$ cat src/rtl/div_pipe_arbiter.sv
// Round-robin front end sharing one pipelined signed divider between two requesters.
// Issue strobe one cycle after ack; done LATENCIA+2 cycles after ack; a port holding an unread result is not granted.
module div_pipe_arbiter #(
   parameter int ANCHO_DV = 16,
   parameter int ANCHO_DD = 32,
   parameter int ANCHO_Q  = 16,
   parameter int LATENCIA = 18
) (
   input  logic                clk,
   input  logic                reset,
   input  logic                req0,
   input  logic                req1,
   input  logic [ANCHO_DV-1:0] divisor0,
   input  logic [ANCHO_DV-1:0] divisor1,
   input  logic [ANCHO_DD-1:0] dividend0,
   input  logic [ANCHO_DD-1:0] dividend1,
   output logic                ack0,
   output logic                ack1,
   output logic                done0,
   output logic                done1,
   output logic [ANCHO_Q-1:0]  quotient0,
   output logic [ANCHO_Q-1:0]  quotient1,
   output logic [ANCHO_Q-1:0]  remainder0,
   output logic [ANCHO_Q-1:0]  remainder1,
   output logic                divzero0,
   output logic                divzero1,
   input  logic                rd0,
   input  logic                rd1,
   output logic                goPipe,
   output logic [ANCHO_DV-1:0] divisorPipe,
   output logic [ANCHO_DD-1:0] dividendPipe,
   input  logic                goResult,
   input  logic [ANCHO_Q-1:0]  quotientResult,
   input  logic [ANCHO_Q-1:0]  remainderResult,
   input  logic                divisorNoCeroResult,
   output logic                err
);

   logic                inflight0, inflight1;
   logic                ptr;
   logic                owner;
   logic [LATENCIA-1:0] tagValid;
   logic [LATENCIA-1:0] tagId;
   logic                elig0, elig1;
   logic                headValid, headId;

   assign elig0 = req0 && !inflight0 && !done0;
   assign elig1 = req1 && !inflight1 && !done1;
   assign ack0  = !reset && elig0 && (!elig1 || !ptr);
   assign ack1  = !reset && elig1 && (!elig0 || ptr);

   // goPipe/owner act as the stage feeding the tag register, so the last
   // entry lines up with goResult LATENCIA cycles after goPipe.
   assign headValid = tagValid[LATENCIA-1];
   assign headId    = tagId[LATENCIA-1];

   always_ff @(posedge clk) begin
      if (reset) begin
         goPipe       <= 1'b0;
         divisorPipe  <= '0;
         dividendPipe <= '0;
         owner        <= 1'b0;
         ptr          <= 1'b0;
         tagValid     <= '0;
         tagId        <= '0;
         inflight0    <= 1'b0;
         inflight1    <= 1'b0;
         done0        <= 1'b0;
         done1        <= 1'b0;
         quotient0    <= '0;
         quotient1    <= '0;
         remainder0   <= '0;
         remainder1   <= '0;
         divzero0     <= 1'b0;
         divzero1     <= 1'b0;
         err          <= 1'b0;
      end else begin
         goPipe   <= ack0 || ack1;
         tagValid <= {tagValid[LATENCIA-2:0], goPipe};
         tagId    <= {tagId[LATENCIA-2:0], owner};
         if (ack0 || ack1) begin
            owner        <= ack1;
            ptr          <= ~ack1;
            divisorPipe  <= ack1 ? divisor1 : divisor0;
            dividendPipe <= ack1 ? dividend1 : dividend0;
         end

         if (rd0 && done0) done0 <= 1'b0;
         if (rd1 && done1) done1 <= 1'b0;

         // A valid head always retires its owner, even without a result.
         if (headValid && !headId) inflight0 <= 1'b0;
         if (headValid && headId)  inflight1 <= 1'b0;
         if (ack0) inflight0 <= 1'b1;
         if (ack1) inflight1 <= 1'b1;

         if (headValid && goResult) begin
            if (!headId) begin
               quotient0  <= quotientResult;
               remainder0 <= remainderResult;
               divzero0   <= ~divisorNoCeroResult;
               done0      <= 1'b1;
            end else begin
               quotient1  <= quotientResult;
               remainder1 <= remainderResult;
               divzero1   <= ~divisorNoCeroResult;
               done1      <= 1'b1;
            end
         end

         if (headValid != goResult) err <= 1'b1;
      end
   end

endmodule

$ cat config.mk
export PLATFORM = sky130hd
export DESIGN_NAME = div_pipe_arbiter
export DESIGN_NICKNAME = d
export VERILOG_FILES = /design/src/rtl/div_pipe_arbiter.sv
export SDC_FILE = /design/constraint.sdc
export NUM_CORES = 1
export LEC_CHECK = 0
export ABC_AREA = 0
export CORE_UTILIZATION = 39
export CTS_CLUSTER_DIAMETER = 200
export DETAILED_ROUTE_END_ITERATION = 8
export HOLD_SLACK_MARGIN = 0.03
export PLACE_DENSITY = 0.76
export RECOVER_POWER = 50
export SLEW_MARGIN = 20
export SYNTH_ARGS = -nofsm -noshare
export SYNTH_HDL_FRONTEND = slang
export SYNTH_SLANG_ARGS = --single-unit
$ cat constraint.sdc
create_clock -name clk -period 1.8 [get_ports clk]
set_clock_uncertainty 0.2 [all_clocks]
set_input_delay 0.36 -clock clk [delete_from_list [all_inputs] [get_ports clk]]
set_output_delay 0.36 -clock clk [all_outputs]
set_load 0.02 [all_outputs]
==> results.py <==
metrics = {
    "outcome": {
        "status": "finished, violations left",
        "violations": "setup timing",
    },
    "logic_synthesis": {
        "syn_inst": 692,
        "synth.cell_area_um2": 6090,
        "synth_edf_count": 0,
        "synth-seq-cells": 158,
        "netlist_top_cells_count": "158 x dfxtp_1, 130 x nand2_1, 96 x o31ai_1, 66 x a21oi_1, 57 x clkbuf_1",
        "synth_top_cell_area_share_pct": 51.9,
        "synthTopCellsByArea": "dfxtp_1 52%, o31ai_1 12%, nand2_1 8.0%, a21oi_1 5.4%, a31oi_1 4.9%",
        "ys_warn_count": 0,
        "synth_area_leader_cell": "dfxtp_1",
        "yosysMostFrequentCell": "dfxtp_1",
        "ys_async_sr_fraction_pct": 0,
        "synth_nets": 829,
        "yosysUniqueCellTypes": 26,
        "ys_seq_area_share_pct": 51.9,
        "syn_area_per_cell_um2": 8.80,
        "ys_dominant_reg_cell": "dfxtp_1",
    },
    "drt": {
        "ant_nets": 0,
        "wl_per_cell_um": 19.1,
        "drc": 0,
        "dr.pass1.iters": 6,
        "detail_route.wirelength_mm": 22.0,
        "num_vias": 6514,
        "via_per_inst": 5.65,
        "drt_iter0_markers": 555,
    },
    "hold_path": {
        "whs_endpoint": "tagValid[1]",
        "hold_path_class": "flop to flop",
        "worstHoldStart": "tagValid[0]",
        "min_path_cells": 1,
    },
    "job": {
        "cap_violations": 0,
    },
    "critical_path": {
        "critical_path_buf_inv_count": 1,
        "crit_arrival_ns": 1.51,
        "path_max_fanout": 2,
        "r2r_setup_slack_ns": -0.24,
        "required_ns": 1.24,
        "end_kind": "output pin",
        "critPathMaxStageDelay_ns": 0.41,
        "worstSetupPathType": "flop to output pin",
        "critPathLaunchType": "flop",
        "worst_r2r_endpoint": "dividendPipe[22]",
        "crit_chain": "or3b_4, a211oi_4, buf_6",
        "r2r_start": "inflight1",
        "cp_slowest_cell": "or3b_4",
        "cp_top_family": "simple AND/OR/NAND/NOR gates",
        "r2r_cells": 8,
    },
    "power": {
        "pwr_density_cell_nw_per_um2": 931,
        "leakagePower_nw": 4.09,
        "vdd_ir_drop_max_mv": 0.641,
    },
    "layout": {
        "syn2layout_area_growth_pct": 66.1,
        "nets": 1089,
        "drive_above_1_share_pct": 13.5,
        "diodes": 0,
        "fillers": 1246,
    },
    "clocking": {
        "numClockSinks": 158,
        "cts_max_path_buffers": 2,
        "clkLatencyLatePin_ns": 0.42,
        "cts_htree_levels": 4,
        "cts_inserted_buffers": 17,
        "clkTransAtPathRegs_ns": 0.06,
        "cts_tree": "yes",
        "clockRootBuffer": "clkbuf_16",
    },
    "floorplan": {
        "die_w_um": 127,
        "die_h_um": 127,
        "rows": 45,
        "die_area_um2": 16100,
        "ios": 256,
        "initial_core_util_pct": 40.1,
        "core_area_um2": 15200,
    },
    "timing": {
        "worst_pin_slew_ns": 1.08,
        "fin_worst_hold_slack_ns": 0.239,
        "layout_min_cycle_time_ns": 2.07,
        "slew_headroom_pct": 27.8,
        "grt_setup_unrepaired": "true",
        "hold_viol_final": 0,
        "slew_violations": 0,
        "fin_crit_sh_pct": 115,
        "setup_ws_ns": -0.266,
        "final-setup-viol-count": 85,
        "fmax_ghz": 0.484,
    },
    "global_routing": {
        "grt-busiest-layer": "met2",
        "overflow": 0,
        "grt_first_pass_wirelength_mm": 31.9,
        "grt_pass1_vias": 5903,
        "use_met2_pct": 41.6,
        "grt_use_met1_pct": 31.6,
        "grt_max_degree": 99,
        "grt_usage_pct": 25.3,
        "antenna_found_initial": 0,
        "gr-usage-met3_pct": 5.15,
    },
    "placed_design": {
        "port_buffers": 255,
        "gp_congestion": 0.814,
        "dp_slack_ns": -0.938,
        "hpwl_mm": 12.5,
    },
}
-- per-layer routing --
layer	routed length (µm)	share of wire, %	vias up
li1	-	-	3052
met1	8970	41	3086
met2	10600	48	306
met3	1350	6.1	70
met4	1050	4.8	0
met5	0	0	-
-- cell usage in the layout, fill, tap and decap left out, drive strengths merged, types with 35 or more instances in the layout --
master | netlist | final
nand4 | 48 | 48
o31ai | 96 | 96
nor2b | 37 | 37
a21oi | 67 | 67
dfxtp | 158 | 158
clkbuf | 57 | 35
a31oi | 48 | 48
clkdlybuf4s50 | 0 | 131
dlygate4sd2 | 0 | 118
nand2 | 130 | 130
buf | 24 | 57
-- state kept, by name, summed over array words and instances (netlist names), 16 cells and up --
| name | flops |
|---|---|
| dividendPipe | 32 |
| tagId | 18 |
| tagValid | 18 |
| remainder1 | 16 |
| quotient0 | 16 |
| quotient1 | 16 |
| remainder0 | 16 |
| divisorPipe | 16 |
-- metrics by stage --
stage          instance area [µm²]  setup TNS (ns)  power (mW)  instances  util (%)
2_1_floorplan                 6120        -0.00149        4.53        692         -
3_3_place_gp                  8960          -54.06        5.29       1090      58.9
3_5_place_dp                  8960          -57.31        5.30       1090      58.9
4_1_cts                       9720           -9.81        9.23       1134      63.9
5_1_grt                      10100          -17.14        9.74       1153      66.6
6_report                     10100          -10.87        9.42       1153      66.6
-- layout make-up --
type                       count  area, µm²  share of cell area, %
tap                          188        235                   2.33
clock inverter                12        184                   1.82
timing repair buffer         322       3290                   32.5
inverter                       1       3.75                 0.0371
sequential                   158       3170                   31.3
clock buffer                  20        457                   4.51
multi-input combinational    452       2780                   27.5
-- worst max-delay path by stage --
stage          startpoint  slack [ns]  endpoint  cells past startpoint
6_report        inflight0       -0.27      ack0                      3
5_1_grt         inflight1       -0.31      ack1                      3
4_1_cts         inflight0       -0.27      ack1                      4
2_1_floorplan       done1      -0.001      ack1                      4
3_3_place_gp         req1       -0.93      ack1                      4
3_5_place_dp         req1       -0.94      ack1                      4
-- worst reg2reg max path, delay by kind of cell, from the launching register on --
family                 cells  cell delay (ns)
DFF                        1             0.32
buffers and inverters      5             0.68
and+or+nand+nor            1             0.41
AOI/OAI and AO/OA          2             0.31
-- cell families (layout without fill, tap and decap cells) --
| family | Yosys count | after routing | synth area share, % |
|---|---|---|---|
| AO/OA/AOI/OAI | 218 | 218 | 23.3 |
| adder cells (fa/ha/maj) | 1 | 1 | 0.205 |
| buffers and inverters | 82 | 355 | 5.90 |
| flip-flops | 158 | 158 | 51.9 |
| AND/OR/NAND/NOR | 233 | 233 | 18.7 |
-- timing repair --
item,in CTS,in global routing
gates resized for setup,152,38
setup buffers,7,14
pin swaps,4,7
hold buffers,0,0
setup endpoints to repair,171,53
gates cloned,5,7
-- report_power, final --
part	internal (mW)	total, mW	switching, mW
logic	0.872	1.81	0.934
registers	3.65	3.73	0.0791
clock network	2.41	3.88	1.47
total	6.93	9.42	2.48
Note: power is estimated with default switching activity, not from simulation.
